### config.mk
export PLATFORM = sky130hd
export DESIGN_NAME = qif_neuron_array
export DESIGN_NICKNAME = d
export VERILOG_FILES = /design/src/rtl/qif_pkg.sv /design/src/rtl/qif_update_core.sv /design/src/rtl/qif_neuron_array.sv
export SDC_FILE = /design/constraint.sdc
export NUM_CORES = 1
export LEC_CHECK = 0
export ABC_AREA = 1
export CORE_UTILIZATION = 25
export CTS_BUF_LIST = sky130_fd_sc_hd__clkbuf_16
export DETAILED_ROUTE_END_ITERATION = 8
export HOLD_SLACK_MARGIN = 0.02
export SLEW_MARGIN = 10
export SYNTH_ARGS = -nofsm -noshare
export SYNTH_HDL_FRONTEND = slang
export SYNTH_SLANG_ARGS = --single-unit
### constraint.sdc
create_clock -name clk -period 14 [get_ports clk]
set_input_delay 4.2 -clock clk [delete_from_list [all_inputs] [get_ports clk]]
set_output_delay 4.2 -clock clk [all_outputs]
set_load 0.02 [all_outputs]
### src/rtl/qif_pkg.sv
// Shared fixed-point constants, helper functions and the result record
// used by the QIF neuron array.
package qif_pkg;

    localparam int QIF_WIDTH   = 16;
    localparam int QIF_FRAC    = 8;
    localparam int QIF_N_CH    = 4;
    localparam int QIF_CH_W    = (QIF_N_CH > 1) ? $clog2(QIF_N_CH) : 1;
    localparam int V_RESET_DEF = -512;
    localparam int V_PEAK_DEF  = 2048;
    localparam int ACC_MAX     = 64;

    // Wide enough for v*v plus the drive term without overflow.
    function automatic int acc_width(input int width);
        return 2 * width + 2;
    endfunction

    function automatic logic signed [ACC_MAX-1:0] sat_to_width(
        input logic signed [ACC_MAX-1:0] x,
        input int                        width
    );
        logic signed [ACC_MAX-1:0] hi;
        logic signed [ACC_MAX-1:0] lo;
        hi = (64'sd1 <<< (width - 1)) - 64'sd1;
        lo = -(64'sd1 <<< (width - 1));
        if (x > hi)      return hi;
        else if (x < lo) return lo;
        else             return x;
    endfunction

    // Sized for the default array configuration.
    typedef struct packed {
        logic [QIF_CH_W-1:0]         ch;
        logic signed [QIF_WIDTH-1:0] v;
        logic                        spike;
    } qif_result_t;

endpackage

### src/rtl/qif_update_core.sv
// One QIF integration step for a single channel: quadratic term, gain shift,
// saturation, peak detection and refractory countdown. Purely combinational.
module qif_update_core
    import qif_pkg::*;
#(
    parameter int WIDTH   = QIF_WIDTH,
    parameter int FRAC    = QIF_FRAC,
    parameter int A_SHIFT = 2,
    parameter int V_RESET = V_RESET_DEF,
    parameter int V_PEAK  = V_PEAK_DEF,
    parameter int REFRAC  = 3,
    parameter int CNT_W   = 2
) (
    input  logic signed [WIDTH-1:0] v_i,
    input  logic signed [WIDTH-1:0] b_i,
    input  logic [CNT_W-1:0]        cnt_i,
    output logic signed [WIDTH-1:0] v_next_o,
    output logic [CNT_W-1:0]        cnt_next_o,
    output logic signed [WIDTH-1:0] out_v_o,
    output logic                    spike_o
);

    localparam int ACC_W = acc_width(WIDTH);

    logic signed [ACC_W-1:0] v_ext;
    logic signed [ACC_W-1:0] sq;
    logic signed [ACC_W-1:0] d;
    logic signed [ACC_W-1:0] v_sum;
    logic signed [WIDTH-1:0] vn;

    // NOTE: every output gets a default before any branch so no latch can be inferred.
    always_comb begin
        v_next_o   = WIDTH'(V_RESET);
        cnt_next_o = '0;
        out_v_o    = WIDTH'(V_RESET);
        spike_o    = 1'b0;

        v_ext = ACC_W'(v_i);
        sq    = (v_ext * v_ext) >>> FRAC;
        d     = (sq + ACC_W'(b_i)) >>> A_SHIFT;
        v_sum = v_ext + d;
        vn    = WIDTH'(sat_to_width(ACC_MAX'(v_sum), WIDTH));

        if (cnt_i != '0) begin
            // Refractory: hold at reset potential and ignore the drive.
            cnt_next_o = cnt_i - CNT_W'(1);
        end else if (vn >= WIDTH'(V_PEAK)) begin
            cnt_next_o = CNT_W'(REFRAC);
            out_v_o    = WIDTH'(V_PEAK);
            spike_o    = 1'b1;
        end else begin
            v_next_o = vn;
            out_v_o  = vn;
        end
    end

endmodule

### src/rtl/qif_neuron_array.sv
// N_CH QIF neurons sharing one update core; per-channel state arrays,
// valid/ready input and a single-entry registered output.
module qif_neuron_array
    import qif_pkg::*;
#(
    parameter int WIDTH   = QIF_WIDTH,
    parameter int FRAC    = QIF_FRAC,
    parameter int N_CH    = QIF_N_CH,
    parameter int A_SHIFT = 2,
    parameter int V_RESET = V_RESET_DEF,
    parameter int V_PEAK  = V_PEAK_DEF,
    parameter int REFRAC  = 3,
    parameter int CH_W    = (N_CH > 1) ? $clog2(N_CH) : 1
) (
    input  logic                    clk,
    input  logic                    rst_n,
    input  logic                    in_valid,
    output logic                    in_ready,
    input  logic [CH_W-1:0]         in_ch,
    input  logic signed [WIDTH-1:0] in_b,
    output logic                    out_valid,
    input  logic                    out_ready,
    output logic [CH_W-1:0]         out_ch,
    output logic signed [WIDTH-1:0] out_v,
    output logic                    out_spike
);

    localparam int CNT_W = (REFRAC > 0) ? $clog2(REFRAC + 1) : 1;

    logic signed [WIDTH-1:0] v_q   [N_CH];
    logic [CNT_W-1:0]        cnt_q [N_CH];
    logic                    out_valid_q;
    qif_result_t             res_q;

    logic                    accept;
    logic                    ch_ok;
    logic signed [WIDTH-1:0] core_v_next;
    logic [CNT_W-1:0]        core_cnt_next;
    logic signed [WIDTH-1:0] core_out_v;
    logic                    core_spike;

    assign in_ready = !out_valid_q || out_ready;
    assign accept   = in_valid && in_ready;
    assign ch_ok    = int'(in_ch) < N_CH;

    qif_update_core #(
        .WIDTH   (WIDTH),
        .FRAC    (FRAC),
        .A_SHIFT (A_SHIFT),
        .V_RESET (V_RESET),
        .V_PEAK  (V_PEAK),
        .REFRAC  (REFRAC),
        .CNT_W   (CNT_W)
    ) u_core (
        .v_i        (v_q[in_ch]),
        .b_i        (in_b),
        .cnt_i      (cnt_q[in_ch]),
        .v_next_o   (core_v_next),
        .cnt_next_o (core_cnt_next),
        .out_v_o    (core_out_v),
        .spike_o    (core_spike)
    );

    // NOTE: sequential state uses non-blocking assignments so every flop samples pre-edge values.
    always_ff @(posedge clk or posedge rst_n) begin
        if (rst_n) begin
            // NOTE: the state arrays are flops, not RAM, so they can and must be reset to V_RESET.
            for (int i = 0; i < N_CH; i++) begin
                v_q[i]   <= WIDTH'(V_RESET);
                cnt_q[i] <= '0;
            end
            out_valid_q <= 1'b0;
            res_q       <= '0;
        end else begin
            if (out_valid_q && out_ready) begin
                out_valid_q <= 1'b0;
            end
            // Out-of-range channels are consumed without touching state or output.
            if (accept && ch_ok) begin
                v_q[in_ch]   <= core_v_next;
                cnt_q[in_ch] <= core_cnt_next;
                out_valid_q  <= 1'b1;
                res_q        <= '{ch: in_ch, v: core_out_v, spike: core_spike};
            end
        end
    end

    assign out_valid = out_valid_q;
    assign out_ch    = res_q.ch;
    assign out_v     = res_q.v;
    assign out_spike = res_q.spike;

endmodule

After elaboration in Yosys (flattened, before gate mapping)
Index checks and enable logic that the tools add are counted.
{"block": "totals", "output_inout_bits": 21, "in_bits": 22, "ff_bits": 92}
{"block": "op_classes", "n_bitwise": 1, "mul": 1, "add_sub_neg": 3, "n_reduce_logical": 7, "order_cmp": 5, "mux": 24}
{"op": "16-bit 2-to-1 mux", "n": 9}
{"op": "64-bit bitwise mux", "n": 1}
{"op": "16-bit binary-select mux with 2-bit select", "n": 1}
{"op": "16-bit demux with 2-bit select", "n": 1}
{"op": "16-bit by 16-bit multiplier with 32-bit output", "n": 1}
{"op": "24-bit by 16-bit adder with 25-bit output", "n": 1}
{"op": "16-bit by 23-bit adder with 24-bit output", "n": 1}
{"op": "24-bit by 16-bit > comparator with 1-bit output, second input constant", "n": 1}
{"op": "24-bit by 16-bit less-than comparator with 1-bit output, second input constant", "n": 1}
{"op": "16-bit by 13-bit greater-or-equal comparator with 1-bit output, second input constant", "n": 1}
{"op": "2-bit 2-to-1 mux", "n": 5}
{"op": "8-bit bitwise mux", "n": 1}
{"op": "2-bit binary-select mux with 2-bit select", "n": 1}
{"op": "2-bit demux with 2-bit select", "n": 1}
{"op": "1-bit 2-to-1 mux", "n": 4}
{"op": "2-bit nonzero test", "n": 2}
{"op": "3-bit greater-or-equal comparator, second input constant", "n": 1}
{"op": "1-bit logical AND", "n": 3}
{"op": "3-bit by 1-bit less-than comparator with 1-bit output, second input constant", "n": 1}
{"op": "2-bit NOT with 3-bit output", "n": 1}
{"op": "2-bit by 1-bit subtractor with 2-bit output, second input constant", "n": 1}
{"op": "1-bit logical NOT", "n": 1}
{"op": "1-bit logical OR", "n": 1}

Longest topological paths before layout
{"block": "logic_depth", "ltp_word": 14, "depth_mapped": 59}

Modules after synthesis
A second synthesis with hierarchy kept.
{"block": "unflattened", "cells_unflattened": 2222, "area_unflattened_um2": 16652.2}
{"module": "qif_update_core", "area_per_inst_um2": 12273.0, "cells_per_inst": 1675, "instances": 1}
{"module": "qif_neuron_array", "area_per_inst_um2": 4379.2, "cells_per_inst": 547, "instances": 1}

Worst setup path after synthesis
No wires, ideal clock.
{"block": "synth_path", "path_kind": "input to register", "start": "input port in_ch[0]", "end": "register v_q[9] (netlist name)", "arrival_time_ns": 13.292, "setup_ns": 0.072, "n_path_buf": 3, "cell_stages": 48, "setup_slack_ns": 0.635, "required_time_ns": 13.928, "cell_sequence": "clkbuf_1 -> or2_2 -> a31oi_1 -> inv_1 -> clkbuf_1 -> nand2_1 -> fa_1 -> fa_1 -> inv_1 -> fa_1 -> fa_1 -> fa_1 -> inv_1 -> fa_1 -> inv_1 -> ha_1 -> a21oi_1 -> o21ai_0 -> [12 not listed] -> xor2_1 -> ha_1 -> a21oi_1 -> nand2_1 -> a21oi_1 -> nand3_1 -> nand2_1 -> nand3_1 -> nor2_1 -> nand3_1 -> nand2_4 -> nand2_1 -> nand4_2 -> nand2_2 -> buf_6 -> nand2_2 -> nand2_1 -> o21ai_1"}
{"block": "synth_via", "elab_chain_cells": 14}
{"item": "start: declaration", "line": "qif_neuron_array.sv:19", "text": "input logic [CH_W-1:0] in_ch,"}
{"item": "2-bit NOT with 3-bit output (implied by the code) (*)", "line": "qif_neuron_array.sv:55, qif_neuron_array.sv:57, qif_neuron_array.sv:80"}
{"item": "16-bit binary-select mux with 2-bit select", "line": "qif_neuron_array.sv:55", "text": ".v_i (v_q[in_ch]),"}
{"item": "16-bit 2-to-1 mux (implied by the code) (2 in series)", "line": "qif_neuron_array.sv:55"}
{"item": "16-bit by 16-bit multiplier with 32-bit output", "line": "qif_update_core.sv:39", "text": "sq = (v_ext * v_ext) >>> FRAC;"}
{"item": "24-bit by 16-bit adder with 25-bit output", "line": "qif_update_core.sv:40", "text": "d = (sq + ACC_W'(b_i)) >>> A_SHIFT;"}
{"item": "16-bit by 23-bit adder with 24-bit output", "line": "qif_update_core.sv:41", "text": "v_sum = v_ext + d;"}
{"item": "24-bit by 16-bit less-than comparator with 1-bit output", "line": "qif_pkg.sv:27", "text": "else if (x < lo) return lo;"}
{"item": "16-bit 2-to-1 mux", "line": "qif_pkg.sv:27"}
{"item": "16-bit 2-to-1 mux", "line": "qif_pkg.sv:26", "text": "if (x > hi) return hi;"}
{"item": "16-bit by 13-bit greater-or-equal comparator with 1-bit output", "line": "qif_update_core.sv:47", "text": "end else if (vn >= WIDTH'(V_PEAK)) begin"}
{"item": "16-bit 2-to-1 mux", "line": "qif_update_core.sv:47"}
{"item": "16-bit 2-to-1 mux", "line": "qif_update_core.sv:44", "text": "if (cnt_i != '0) begin"}
{"item": "64-bit bitwise mux (*)", "line": "qif_neuron_array.sv:80", "text": "v_q[in_ch] <= core_v_next;"}
{"item": "end signal: indexed assignment", "line": "qif_neuron_array.sv:69", "text": "v_q[i] <= WIDTH'(V_RESET);"}
{"item": "end signal: indexed assignment", "line": "qif_neuron_array.sv:80"}
{"item": "end: declaration", "line": "qif_neuron_array.sv:30", "text": "logic signed [WIDTH-1:0] v_q [N_CH];"}
Mark *: on every way between the ends. The rest lies on a longest branch, timed or not. The select of a mux whose other input is x is not followed.
A chain may end at the register's enable or synchronous reset.

Worst setup path in the final report
{"block": "layout_path", "start": "input port in_ch[1]", "end": "register v_q[42] (netlist name)"}
Same word-level chain as after synthesis.

==> impl_metrics.env <==
export IMPL_diodes=0
export IMPL_crit_type="in -> reg"
export IMPL_worstSetupStartpointType="primary input"
export IMPL_max_freq_mhz=73.47
export IMPL_clockBufferDepth=2
export IMPL_place_gp_congestion=0.9002
export IMPL_wl_mm=49.82
export IMPL_cts_tree="done"
export IMPL_cts_made_buffers=9
export IMPL_hpwl_mm=40.48
export IMPL_tns_ps=0
export IMPL_die_width_microns=258.1
export IMPL_dr_pass1_iters=6
export IMPL_cp_max_fo=7
export IMPL_yosysTopAreaCell="fa_1"
export IMPL_cp_common_cell="buf_4"
export IMPL_die_y_microns=258.1
export IMPL_slowest_delay_ps=530
export IMPL_initial_core_util=0.2539
export IMPL_critPathRequiredTime_ps=14270
export IMPL_wl_per_cell_microns=14.38
export IMPL_htreeDepth=3
export IMPL_synth_avg_cell_area_sq_um=7.580
export IMPL_ys_seq_area_frac=0.1426
export IMPL_yosys_top_cells_count="nand2_1 (559), inv_1 (502), fa_1 (233)"
export IMPL_crit_arrival_ps=13880
export IMPL_antenna_found_initial=0
export IMPL_fin_crit_sh=0.9722
export IMPL_multi_input_comb_area_sq_um=12780
export IMPL_synthTopCellsByArea="fa_1 (28%), nand2_1 (13%), inv_1 (11%), ha_1 (11%), dfrtp_1 (9.8%)"
export IMPL_seqCellArea_sq_um=2337
export IMPL_period_minus_slack_ps=13610
export IMPL_nNetsFinal=3001
export IMPL_clock_latency_ps=350
export IMPL_synth_nets=2558
export IMPL_syn2layout_area_growth_pct=36.55
export IMPL_drc=0
export IMPL_num_vias=15249
export IMPL_synth_edf_count=0
export IMPL_ys_warn_count=0
export IMPL_maxCapViolCount=0
export IMPL_cts_sinks=92
export IMPL_yosysMostFrequentCell="nand2_1"
export IMPL_end_kind="flop"
export IMPL_overflow=0
export IMPL_layout_drive_gt1_share=0.2761
export IMPL_ys_flop_type="dfrtp_1"
export IMPL_synth_top_area_frac=0.2845
export IMPL_viasPerCell=4.400
export IMPL_track_usage=0.1445
export IMPL_outcome="finished, final reports clean"
export IMPL_grt_max_degree=57
export IMPL_grt_pass1_vias=14765
export IMPL_ys_types=51
export IMPL_slew_viol_final=0
export IMPL_clock_skew_ps=5.662
export IMPL_synthesis_area_sq_um=16400
export IMPL_finalHoldViolCount=0
export IMPL_dieArea_sq_um=66610
export IMPL_ys_async_sr_fraction=1.000
export IMPL_synth_cells=2163
export IMPL_io_buffers=42
export IMPL_ys_ff_latch=92
export IMPL_relSlewSlack=0.4040
export IMPL_tightest_slew_ps=884.7
export IMPL_worstHoldPathType="reg -> reg"
export IMPL_cts_root_buf="clkbuf_16"
export IMPL_core_region_area_sq_um=64580
export IMPL_cp_slowest_cell="fa_1"
export IMPL_io_pins=43
export IMPL_n_fill_cell=6798
export IMPL_rows=93
export IMPL_final_antenna_net_count=0
export IMPL_clk_pin_slew_worst_paths_ps=70
export IMPL_drtIter0Drc=934
export IMPL_final_setup_viol_count=0
export IMPL_grt_pass1_wl_mm=76.98
sequential cells by signal (all words and copies together), names as in the netlist:
register	cells
out_ch	2
out_v	16
v_q	64
cnt_q	8
out_valid	1
out_spike	1
cells by family after synthesis:
group | after synthesis | synth area share
buffers and inverters | 571 | 0.1332
muxes | 1 | 0.0006105
xor gates and xnor gates | 73 | 0.04014
and+or+nand+nor | 811 | 0.2074
AOI/OAI and AO/OA | 242 | 0.08471
DFF | 92 | 0.1426
adders and majority gates | 373 | 0.3913
area by class of cell:
class / count / share of cell area
Clock buffer: 9 / 0.01006
Multi-Input combinational cell: 1500 / 0.5707
Clock inverter: 7 / 0.004080
Inverter: 520 / 0.08808
Tap cell: 855 / 0.04778
Sequential cell: 92 / 0.1044
Timing Repair Buffer: 483 / 0.1749
per-layer routing:
| layer | vias up | wire length [microns] | track usage |
|---|---|---|---|
| li1 | 7493 | - | - |
| met1 | 7314 | 23490 | 0.2097 |
| met2 | 401 | 22680 | 0.2307 |
| met3 | 41 | 2993 | 0.01767 |
| met4 | 0 | 662 | 0.02581 |
| met5 | - | 0 | 0 |
critical path: cells and delay by family:
family          cells  cell delay, ps
fa+ha+maj           9            3810
compound gates     13            1860
simple gates       18            1850
buf+inv            18            1780
xor+xnor            2             320
worst paths after layout:
path	to	startpoint	slack (ps)	cells after the start
worst min register to register	v_q[11]$_DFFE_PP1P_	v_q[11]$_DFFE_PP1P_	470	2
min in group asynchronous	v_q[16]$_DFFE_PP0P_	rst_n	4230	2
max in group asynchronous	out_v[10]$_DFFE_PP0P_	rst_n	8590	3
worst max-delay path	v_q[42]$_DFFE_PP1P_	in_ch[1]	390	60
worst max register to register	v_q[42]$_DFFE_PP1P_	v_q[42]$_DFFE_PP1P_	4190	53
worst min-delay path	v_q[11]$_DFFE_PP1P_	v_q[11]$_DFFE_PP1P_	470	2
stage by stage:
step,utilization,worst slack (ps),cells,hold WS (ps),cell area (sq um)
CTS,0.3305,5.246,3438,466.2,21340
global route,0.3467,-174.7,3466,485.2,22390
global placement,0.3217,-1140,3415,454.7,20770
detailed placement,0.3217,-1108,3415,454.3,20770
floorplan,-,635.4,2163,441.5,16400
finish,0.3467,389.6,3466,470.1,22390
layout by cell type, fill, tap and decap left out, types with 40 or more instances in the layout:
| cell type | instances |
|---|---|
| nand4_1 | 58 |
| inv_1 | 492 |
| fa_1 | 226 |
| clkdlybuf4s50_1 | 40 |
| buf_4 | 419 |
| nand2_1 | 523 |
| dfrtp_1 | 64 |
| ha_1 | 128 |
| nor2_1 | 78 |
| nand2_2 | 41 |
| a21oi_1 | 61 |
timing repair:
item / CTS / global route
hold buffers: 0 / 0
pin swaps: 11 / 78
cloned: 1 / 2
setup buffers: 6 / 26
setup endpoints to repair: 89 / 89
resized for setup: 48 / 199
Power is not shown: default switching activity piles up to over one toggle a cycle in this logic, so the estimate is an artifact.
